==> config.mk <==
export PLATFORM = sky130hd
export DESIGN_NAME = tick_monitor
export DESIGN_NICKNAME = d
export VERILOG_FILES = /design/src/rtl/tick_monitor_pkg.sv /design/src/rtl/tick_monitor_sync.sv /design/src/rtl/tick_monitor.sv
export SDC_FILE = /design/constraint.sdc
export NUM_CORES = 1
export LEC_CHECK = 0
export BUFFER_PORTS_ARGS = -buffer_cell sky130_fd_sc_hd__buf_2
export CAP_MARGIN = 0
export CORE_UTILIZATION = 55
export DETAILED_ROUTE_END_ITERATION = 10
export PLACE_DENSITY_LB_ADDON = 0.2
export SETUP_SLACK_MARGIN = 0.2
export SYNTH_ARGS = -nofsm -noshare
export SYNTH_HDL_FRONTEND = slang
export SYNTH_SLANG_ARGS = --single-unit
==> constraint.sdc <==
create_clock -name clock -period 3.2 [get_ports clock]
set_clock_uncertainty 0.1 [all_clocks]
set_input_delay 0.48 -clock clock [delete_from_list [all_inputs] [get_ports clock]]
set_output_delay 0.48 -clock clock [all_outputs]
set_load 0.05 [all_outputs]
==> src/rtl/tick_monitor_pkg.sv <==
// tick_monitor_pkg: FSM state encodings and default divider timing shared by the divider and the monitor.
package tick_monitor_pkg;
  localparam logic [1:0] ST_IDLE   = 2'd0;
  localparam logic [1:0] ST_ACQ    = 2'd1;
  localparam logic [1:0] ST_LOCKED = 2'd2;
  localparam logic [1:0] ST_LOST   = 2'd3;
  localparam int DEF_EXP_PERIOD = 4;
  localparam int DEF_TOL        = 0;
  typedef enum logic [1:0] {
    IDLE   = ST_IDLE,
    ACQ    = ST_ACQ,
    LOCKED = ST_LOCKED,
    LOST   = ST_LOST
  } state_e;
endpackage

==> src/rtl/tick_monitor_sync.sv <==
// tick_sync: multi-flop synchroniser for the divider tick plus a registered rising-edge detector.
module tick_sync #(
  parameter int STAGES = 2
) (
  input  logic clock,
  input  logic _rst,
  input  logic tick_i,
  output logic rise_o
);
  logic [STAGES-1:0] sync_q;
  logic prev_q, rise_q;
  always_ff @(posedge clock or negedge _rst)
    if (!_rst) begin
      sync_q <= '0;
      prev_q <= 1'b0;
      rise_q <= 1'b0;
    end else begin
      sync_q <= {sync_q[STAGES-2:0], tick_i};
      prev_q <= sync_q[STAGES-1];
      rise_q <= sync_q[STAGES-1] & ~prev_q;
    end
  assign rise_o = rise_q;
endmodule

==> src/rtl/tick_monitor.sv <==
// tick_monitor: measures divider tick spacing, tracks lock and flags short/long periods.
// Define TICK_MON_STATS_EN to build the saturating err_count; otherwise err_count reads 0.
module tick_monitor
  import tick_monitor_pkg::*;
#(
  parameter int CNT_W       = 17,
  parameter int EXP_PERIOD  = DEF_EXP_PERIOD,
  parameter int TOL         = DEF_TOL,
  parameter int LOCK_COUNT  = 3,
  parameter int SYNC_STAGES = 2
) (
  input  logic             clock,
  input  logic             _rst,
  input  logic             tick_in,
  output logic [CNT_W-1:0] period,
  output logic             period_valid,
  output logic             locked,
  output logic             err_short,
  output logic             err_long,
  output logic [15:0]      err_count
);
  localparam int MW = $clog2(LOCK_COUNT + 1);
  localparam logic [CNT_W-1:0] LO  = CNT_W'(EXP_PERIOD - TOL);
  localparam logic [CNT_W-1:0] HI  = CNT_W'(EXP_PERIOD + TOL);
  localparam logic [CNT_W-1:0] TMO = CNT_W'(EXP_PERIOD + TOL + 1);
  localparam logic [MW-1:0] LOCK_N = MW'(LOCK_COUNT);
  state_e state_q, state_d;
  logic [CNT_W-1:0] cnt_q, cnt_d, period_q, period_d;
  logic [MW-1:0] match_q, match_d, match_inc;
  logic rise, good, tmo;
  logic pv_q, pv_d, locked_q, es_q, es_d, el_q, el_d;
  tick_sync #(.STAGES(SYNC_STAGES)) u_sync (
    .clock (clock),
    ._rst  (_rst),
    .tick_i(tick_in),
    .rise_o(rise)
  );
  always_comb begin
    good      = cnt_q >= LO && cnt_q <= HI;
    tmo       = !rise && cnt_q == TMO;
    match_inc = match_q + MW'(1);
    cnt_d     = rise ? CNT_W'(1) : (&cnt_q ? cnt_q : cnt_q + CNT_W'(1));
    state_d   = state_q;
    match_d   = match_q;
    pv_d      = rise && state_q != IDLE;
    period_d  = pv_d ? cnt_q : period_q;
    es_d      = 1'b0;
    el_d      = 1'b0;
    case (state_q)
      IDLE: if (rise) begin
        state_d = ACQ;
        match_d = '0;
      end
      ACQ: if (rise) begin
        match_d = good ? match_inc : '0;
        if (good && match_inc == LOCK_N) state_d = LOCKED;
      end else if (tmo) state_d = IDLE;
      // a timeout fires once on the way out; LOST never re-flags a long gap
      LOCKED: if ((rise && !good) || tmo) begin
        es_d    = rise && cnt_q < LO;
        el_d    = !es_d;
        state_d = LOST;
      end
      default: if (rise) begin
        state_d = ACQ;
        match_d = '0;
      end
    endcase
  end
  always_ff @(posedge clock or negedge _rst)
    if (!_rst) begin
      state_q  <= IDLE;
      cnt_q    <= '0;
      match_q  <= '0;
      period_q <= '0;
      pv_q     <= 1'b0;
      locked_q <= 1'b0;
      es_q     <= 1'b0;
      el_q     <= 1'b0;
    end else begin
      state_q  <= state_d;
      cnt_q    <= cnt_d;
      match_q  <= match_d;
      period_q <= period_d;
      pv_q     <= pv_d;
      locked_q <= state_d == LOCKED;
      es_q     <= es_d;
      el_q     <= el_d;
    end
  assign period       = period_q;
  assign period_valid = pv_q;
  assign locked       = locked_q;
  assign err_short    = es_q;
  assign err_long     = el_q;
`ifdef TICK_MON_STATS_EN
  logic [15:0] ecnt_q;
  always_ff @(posedge clock or negedge _rst)
    if (!_rst) ecnt_q <= '0;
    else if ((es_d || el_d) && !(&ecnt_q)) ecnt_q <= ecnt_q + 16'd1;
  assign err_count = ecnt_q;
`else
  assign err_count = '0;
`endif
endmodule

Word level (Yosys, flattened, before mapping)
Cells that the tools add are included.
{ "op_classes": {"mux": 16, "n_bitwise": 3, "magnitude_cmp": 3, "reduce_logical": 13, "n_eq_ne": 6, "add_sub_neg": 2} }
{ "op_table": {"columns": ["op", "n"], "rows": [
  ["2-to-1 mux 17 bit", 2],
  ["adder 17 x 1 -> 17 bit, second input constant", 1],
  ["equality test 17 x 3 -> 1 bit, second input constant", 1],
  ["greater-or-equal comparator 17 x 3 -> 1 bit, second input constant", 1],
  ["<= comparator 17 x 3 -> 1 bit, second input constant", 1],
  ["less-than comparator 17 x 3 -> 1 bit, second input constant", 1],
  ["AND reduction 17 bit", 1],
  ["2-to-1 mux 2 bit", 8],
  ["case mux 2 bit (2 select lines)", 2],
  ["equality test 2 bit, second input constant", 3],
  ["logical AND 1 bit", 6],
  ["2-to-1 mux 1 bit", 4],
  ["logical NOT 1 bit", 3],
  ["adder 2 x 1 -> 2 bit, second input constant", 1],
  ["equality test 2 x 1 -> 1 bit, second input constant", 1],
  ["!= test 2 x 1 -> 1 bit, second input constant", 1],
  ["NOT 1 bit", 2],
  ["AND reduction 2 bit", 1],
  ["nonzero test 2 bit", 1],
  ["AND 1 bit", 1],
  ["logical OR 1 bit", 1]
]} }
{ "word_totals": {"register_bits": 46, "out_inout_bits": 37, "word_cells": 54, "inputBits": 3} }

Depth between registers and ports, before layout
Gate-level depths: netlist (run 1).
{ "logic_depth": {"ltp_word": 8, "ltp_mapped": 11, "mapped_depth_nobuf": 10} }

By module
From an unflattened synthesis (run 1), not the netlist that was laid out.
{ "unflattened": {"hier_cells": 206, "area_unflattened_um2": 2352.3} }
{ "modules_own_cells": {"columns": ["mod", "cells_per_inst", "n_inst", "area_per_inst_um2"], "rows": [
  ["tick_monitor", 201, 1, 2238.4],
  ["tick_sync", 5, 1, 113.9]
]} }

Worst setup path before layout (run 1)
OpenSTA, ideal clock, no wires.
{ "synth_timing": {"path_type": "register -> register", "from": "register cnt_q[7]", "to": "register cnt_q[12]", "stages_incl_launch_ff": 11, "setup_ps": 77, "required_ps": 3023, "synth_period_minus_slack_ps": 2389, "arrival_time_ps": 2211, "slack_ps": 811, "path_buffers": 1, "cell_sequence": "dfrtp_1 > and4_1 > and3_1 > nand2_1 > nor4_1 > ha_1 > buf_6 > nor2b_2 > or3_4 > or3_1 > a21oi_1"} }
{ "synth_between": {"elab_chain_len": 3, "word_cells_on_any_way": 5, "classes_between": "add/sub: 1; eq/ne: 1; mux: 2; reduce/logical: 1"} }
{ "synth_rtl": {"columns": ["element", "line", "text"], "rows": [
  ["start, declared", "tick_monitor.sv:28", "logic [CNT_W-1:0] cnt_q, cnt_d, period_q, period_d;"],
  ["start signal, assigned", "tick_monitor.sv:82", "cnt_q <= cnt_d;"],
  ["adder 17 x 1 -> 17 bit", "tick_monitor.sv:42", "cnt_d = rise ? CNT_W'(1) : (&cnt_q ? cnt_q : cnt_q + CNT_W'(1));"],
  ["2-to-1 mux 17 bit (2 in a row)", "tick_monitor.sv:42", null]
]} }
Several ways; a longest one is shown, not always the timed one. The select of a mux whose other input is x is not followed.
A chain may end at the register's enable or synchronous reset.

Worst setup path in the final report (run 1)
Ends and elaborated chain as after synthesis.

==> metrics.txt, run 1 <==
FP Rows=23; Setup crit end kind=register; Die Y-Extent=approximately 66 um; maxcap violations=0; FF+latch count, synth=46; antenna violations before repair=0; Req. time, crit path=~3300 ps; Chip Width=roughly 66 um; Arr. time, crit path=between 2000 and 3000 ps; routability cong.=about 0.80; CTS tree=built; Worst Reg-to-Reg Cells=9; Worst Path Class, Setup=register to register; Post-route DRC=0; footprint of the multi-input gates=roughly 990 sq um; Fin Setup TNS=0 ps; DR WL/cell=~13 um; Area Overhead vs Synth=7.95%; crit path max fanout=7; Clock Sinks=46; post-CTS setup repair buffer count=0; largest net degree at the start of global routing=47; worst hold path class=input pin to register; Antenna diodes=0; post-synthesis sequential area ratio=0.504; leakage power=roughly 0.0013 uW; maximum clock path buffer count=2; Peak VDD IR=approximately 370 uV; Inst Count DP=280; WL final=about 3800 um; proportion of layout cells with a drive suffix above 1=0.214; via/cell ratio=between 5 and 6; clock transition at the registers of the reported paths=roughly 80 ps; drt first-iter violations=55; IO buf count=23; CP Launch Type=register; slowest CP cell=dfrtp_1; H-Tree Depth=2; die area=approximately 0.0044 sq mm; post-synthesis async set-or-reset flop share=1.00; Fillers=~360; ys flop type=dfrtp_1; fin nets=around 250; starting density of the core=0.571; endpoints failing setup=0; top-level I/O count=40; total track usage=0.203; Peak Freq=between 0.3 and 0.4 GHz; CTS Hold Buffers Added=0; clk_lat worst skew=300 ps; Slew @ Worst Pin=between 900 and 1000 ps; PD cells=679 mW/mm^2; critical-path cell list=and4_1 -> and3_1 -> nand2_1 -> nor4_1 -> ha_1 -> nor2b_2 -> or3_4 -> or3_1 -> a21oi_1; Slew Viols, Final=0; vias in the first global route=~1,500; yosys synthesis warning count=0; core area=0.00400 sq mm; Worst Hold Depth=1; final hold vios=0; number of synthesized flops with an enable pin=0; Sequential Area=0.00115 sq mm; synthesized area=between 0.002 and 0.0025 sq mm; Num CTS Buffers=5; fin crit period=2580 ps; DR vias=between 1,500 and 2,000; crit-path max cell delay=~450 ps; final cell count without fillers=between 200 and 300; cell depth of the worst setup path=9; Slew HR=0.353; delay-heaviest family, CP=simple AND/OR/NAND/NOR gates; Buf/Inv on CP=0; Detail Route Antenna Nets=0; DR pass1 iterations=4; cts repair resizes=0; first-pass GRT wire length=6430 um; grt ovf=0; clock root cell=clkbuf_8; RSZ-0062 raised after global routing=false; status=complete, no violations; period utilization=0.805; Syn Area/Cell=roughly 11 sq um; post-synthesis cell count=~220; HPWL after detailed placement=between 2000 and 3000 um; Cell variety after synth=37
## metal layers
| metal | vias to the layer above | wire [um] | GRT usage |
|---|---|---|---|
| li1 | 740 | - | - |
| met4 | 0 | 69 | 0.0957 |
| met3 | 5 | 118 | 0.0569 |
| met2 | 26 | 1910 | 0.341 |
| met5 | - | 0 | 0 |
| met1 | 746 | 1680 | 0.239 |
## sequential cells by signal (all words and copies together), names as in the netlist
| register | flops |
|---|---|
| cnt_q | 17 |
| period | 17 |
| match_q | 2 |
| state_q | 2 |
| u_sync.sync_q | 2 |
| err_long | 1 |
| err_short | 1 |
| locked | 1 |
| period_valid | 1 |
| u_sync.prev_q | 1 |
| u_sync.rise_o | 1 |
## power by group
part           internal [uW]  total [uW]  switching [uW]
clock                    218         397             179
sequential               652         723            71.4
combinational            181         554             372
total                   1050        1670             623
## cell families (layout without fill, tap and decap cells)
group,after synthesis,after routing,share of synthesized area
other,1,16,0.00164
DFF,46,46,0.504
adders and majority gates,8,8,0.0438
and+or+nand+nor,73,73,0.174
buffers and inverters,32,40,0.0877
xor gates and xnor gates,9,9,0.0345
muxes,17,17,0.0827
AOI/OAI and AO/OA,29,29,0.0718
## cells in the mapped netlist, types with 4 or more instances
cell	number	area, sq um
or3_1	4	25.0
buf_4	17	128
mux2_2	15	169
ha_1	8	100
nor4_1	4	25.0
inv_1	8	30.0
nor3_1	4	20.0
nand2_1	18	67.6
clkbuf_1	4	15.0
nor2b_1	6	37.5
nor2_1	17	63.8
a21oi_1	10	50.1
o21ai_0	12	60.1
dfrtp_1	46	1150
xor2_1	7	61.3
## worst register-to-register path, stage by stage (launching register included)
cell	delay, ps
dfrtp_1	450
and4_1	270
and3_1	210
nand2_1	100
nor4_1	60
ha_1	280
nor2b_2	200
or3_4	370
or3_1	320
a21oi_1	150
## cell type report
type / instances / share of cell area
inverters: 8 / 0.0122
repair buffers: 24 / 0.0497
well taps: 50 / 0.0254
multi-input cells: 152 / 0.401
clock buffers: 8 / 0.0447
flip-flops and latches: 46 / 0.467
## cells in the final DEF (no fill, tap or decap), types with 2 or more instances in the layout
cell      instances
a21o_1            3
a21oi_1          10
and3_1            2
and4_1            2
buf_2            23
clkbuf_8          8
conb_1           16
dfrtp_1          46
ha_1              8
inv_1             8
mux2_2           15
mux2i_1           2
nand2_1          18
nand2b_1          2
nand3_1           3
nand3b_1          2
nand4_1           3
nor2_1           17
nor2b_1           6
nor3_1            4
nor4_1            4
o21ai_0          12
or3_1             4
xnor2_1           2
xor2_1            7
## stage by stage
stage               instance area [sq um]  hold slack (ps)  setup slack, ps  total power, uW  utilization
finish                               2460              199              625             1670        0.616
global route                         2460              178              339             1790        0.616
CTS                                  2460              186              620             1700        0.616
detailed placement                   2350              252              626             1290        0.589
global placement                     2350              236              670             1280        0.589
floorplan                            2340             84.4              811             1190            -
## worst paths after layout
check / from / to / slack (ps)
setup / recovery: cnt_q[7]$_DFFE_PN0P_ / cnt_q[12]$_DFFE_PN0P_ / 620
hold / removal: tick_in / u_sync.sync_q[0]$_DFF_PN0_ / 200
setup reg to reg: cnt_q[7]$_DFFE_PN0P_ / cnt_q[12]$_DFFE_PN0P_ / 620
hold reg to reg: u_sync.sync_q[0]$_DFF_PN0_ / u_sync.sync_q[1]$_DFF_PN0_ / 270
max in group asynchronous: _rst / period[4]$_DFFE_PN0P_ / 2150
min in group asynchronous: _rst / u_sync.sync_q[1]$_DFF_PN0_ / 220
(Power assumes the default switching activity.)
==> run 2, diff against run 1 <==
ABC_AREA = 1   (was not set)
CORE_UTILIZATION = 50   (was 55)
clock period = 2.1 ns   (was 3.2 ns; I/O delays follow)
==> run 2 against run 1 <==
Against the previous run:
- the flow now finishes with violations (negative hold slack, negative setup slack)
- area after synthesis shrank 0.11%
- core utilization grew 7.3 points
- global-route usage grew 3.3 points
- register-to-register slack lost 840 ps
- maximum frequency grew 11%
- die area grew 9.6%
- worst hold slack lost 210 ps
- final cell count grew 37%
- setup slack lost 840 ps
- critical path type unchanged
==> metrics.txt, run 2 <==
worst hold path class=input pin to async pin; Fin Setup TNS=-2070 ps (-2070 ps); Slew Viols, Final=0 (unchanged); Peak Freq=0.433 GHz (+11%); footprint of the multi-input gates=0.00107 sq mm (+7.8%); DR vias=2,079 (+37%); Arr. time, crit path=2440 ps (-260 ps); PnR Total Power=2900 uW (+73%); Sequential Area=0.00115 sq mm (unchanged); antenna violations before repair=0 (unchanged); Fillers=331 (-7.0%); Num CTS Buffers=5 (unchanged); synthesized area=0.00228 sq mm (-0.11%); PD cells=960 mW/mm^2 (+41%); clock root cell=clkbuf_8; cell taking the most area after synthesis=dfrtp_1; final instance area=0.00302 sq mm (+23%); Syn Area/Cell=8.48 sq um (-20%); WL final=5960 um (+58%); vias in the first global route=1,825 (+25%); Setup crit end kind=register; CP Launch Type=register; proportion of layout cells with a drive suffix above 1=0.354 (+0.140); Area Overhead vs Synth=32.5%; via/cell ratio=5.28 (+0.18%); Clock Sinks=46 (unchanged); largest net degree at the start of global routing=47 (unchanged); Reg-to-Reg Start=cnt_q[0]$_DFFE_PN0P_; Synth top area share=0.505 (+0.000553); Chip Width=69.5 um (+4.7%); DR pass1 iterations=4 (unchanged); Req. time, crit path=2230 ps (-1090 ps); top-level I/O count=40 (unchanged); number of synthesized flops with an enable pin=0 (unchanged); H-Tree Depth=2 (unchanged); endpoints failing setup=16 (+16); drt first-iter violations=197 (+260%); top-count cell post-synth=nand2_1; starting density of the core=0.520 (-0.0506); worst setup margin=-210 ps (-835 ps); Slew @ Worst Pin=578 ps (-392 ps); Antenna diodes=0 (unchanged); Worst Path Class, Setup=register to register; Peak VDD IR=479 uV (+31%); FP Rows=24 (+4.3%); fin crit period=2310 ps (-265 ps); routability cong.=0.899 (+12%); pre-CTS WS=-172 ps (-798 ps); fin nets=352 (+42%); FF-to-FF setup slack=-210 ps (-840 ps); FF+latch count, synth=46 (unchanged); crit path max fanout=7 (unchanged); Die Y-Extent=69.5 um (+4.7%); maxcap violations=0 (unchanged); first-pass GRT wire length=8810 um (+37%); post-synthesis sequential area ratio=0.505 (+0.000553); ys flop type=dfrtp_1; yosys synthesis warning count=0 (unchanged); leakage power=0.00160 uW (+26%); Slew HR=0.614 (+0.261); final hold vios=21 (+21); Detail Route Antenna Nets=0 (unchanged); total track usage=0.236 (+0.0333); grt ovf=0 (unchanged); worst hold slack=-10.1 ps (-209 ps); status=complete, but fails checks; most common cell after layout, fill and taps aside=nand2_1; post-synthesis cell count=269 (+25%); die area=0.00484 sq mm (+9.6%); clk_lat worst skew=300 ps (about the same); DR WL/cell=15.1 um (+15%); Worst Reg-to-Reg Cells=14 (+5); Post-route DRC=0 (unchanged); post-synthesis async set-or-reset flop share=1.00 (unchanged); HPWL after detailed placement=3380 um (+25%); IO buf count=23 (unchanged); failing checks=negative hold slack, negative setup slack; period utilization=1.10 (+0.295); reg-to-reg critical path endpoint=cnt_q[4]$_DFFE_PN0P_; most frequent cells in the layout=51 x nand2_1, 46 x dfrtp_1, 43 x buf_4, 29 x inv_1, 23 x buf_2; clock transition at the registers of the reported paths=80 ps (about the same); core area=0.00438 sq mm (+9.6%); RSZ-0062 raised after global routing=true; maximum clock path buffer count=2 (unchanged); largest cells by area after synthesis=dfrtp_1 50%, nand2_1 9.5%, buf_4 5.3%; Cell Area, Placed=0.00257 sq mm (+9.0%); Cell variety after synth=30 (-19%); most frequent cells after synthesis=58 x nand2_1, 46 x dfrtp_1, 31 x inv_1, 25 x nor2_1; CTS tree=built
==> run 2: changes by cell type in the layout (fill, tap and decap cells not counted), sizes merged, moves of 5 or more <==
cell,before,now
buf,24,71
nand2,18,59
inv,8,34
mux2,15,0
o21ai,12,26
nand3,3,15
nor2,17,28
nor2b,7,0
xor2,7,0
or3,5,0
==> run 2: timing repair <==
item | CTS | global route
gates cloned | 0 | 0
pin swaps | 5 | 12
endpoints found under the setup margin | 17 | 19
hold buffers | 0 | 0
buffers inserted | 12 | 11
gates resized for setup | 22 | 24
==> run 2: worst max-delay path, cell delays in order, from the launching register on <==
cell and delay (ps):
dfrtp_1 360, ha_2 200, nand3_2 110, nor2_4 110
nand2_2 90, nor2_4 150, nand3_4 90, nor4_4 150
ha_2 250, nand2_4 110, nand2_1 140, nor2_1 80
nand2_1 100, o21ai_1 70, a21oi_1 140
==> run 2: logic make-up (layout without fill, tap and decap cells) <==
logic type | Yosys count | after routing | share of synthesized area
AOI/OAI and AO/OA | 43 | 43 | 0.105
adders and majority gates | 8 | 8 | 0.0439
buffers and inverters | 56 | 114 | 0.123
DFF | 46 | 46 | 0.505
other | 1 | 16 | 0.00164
and+or+nand+nor | 115 | 115 | 0.222
==> run 2: cell type report <==
cell class,instances,area share
Multi-Input combinational cell,182,0.353
Sequential cell,46,0.381
Clock inverter,3,0.0132
Inverter,35,0.0455
Clock buffer,5,0.0228
Timing Repair Buffer,71,0.163
Tap cell,52,0.0215
==> run 2: layer usage <==
layer  vias to the layer above  global-route usage  share of wire
met1                       970               0.334           0.43
met4                         0               0.129          0.042
met3                        24              0.0363          0.069
met5                         -                   0              0
met2                       107               0.350           0.46
li1                        978                   -              -
==> run 2: worst max path at each step <==
stage,end,startpoint,cells past startpoint,slack [ps]
2_1_floorplan,cnt_q[14]$_DFFE_PN0P_,cnt_q[0]$_DFFE_PN0P_,16,-150
6_report,cnt_q[4]$_DFFE_PN0P_,cnt_q[0]$_DFFE_PN0P_,14,-210
3_3_place_gp,cnt_q[14]$_DFFE_PN0P_,cnt_q[0]$_DFFE_PN0P_,16,-100
4_1_cts,cnt_q[14]$_DFFE_PN0P_,cnt_q[0]$_DFFE_PN0P_,16,-110
3_5_place_dp,cnt_q[14]$_DFFE_PN0P_,cnt_q[0]$_DFFE_PN0P_,16,-170
5_1_grt,cnt_q[15]$_DFFE_PN0P_,cnt_q[1]$_DFFE_PN0P_,16,-330
==> run 2: report_power, final <==
part / switching (uW) / internal, uW / total, uW
sequential: 74.9 / 1000 / 1080
clock: 295 / 350 / 645
combinational: 800 / 381 / 1180
==> run 2: through the flow <==
step                      instances   util  hold WS, ps
after detailed placement        363  0.585          240
final                           394  0.689        -10.1
after global routing            394  0.689         4.96
after CTS                       383  0.648         9.99
after floorplan                 284      -        -80.6
after global placement          363  0.585          236
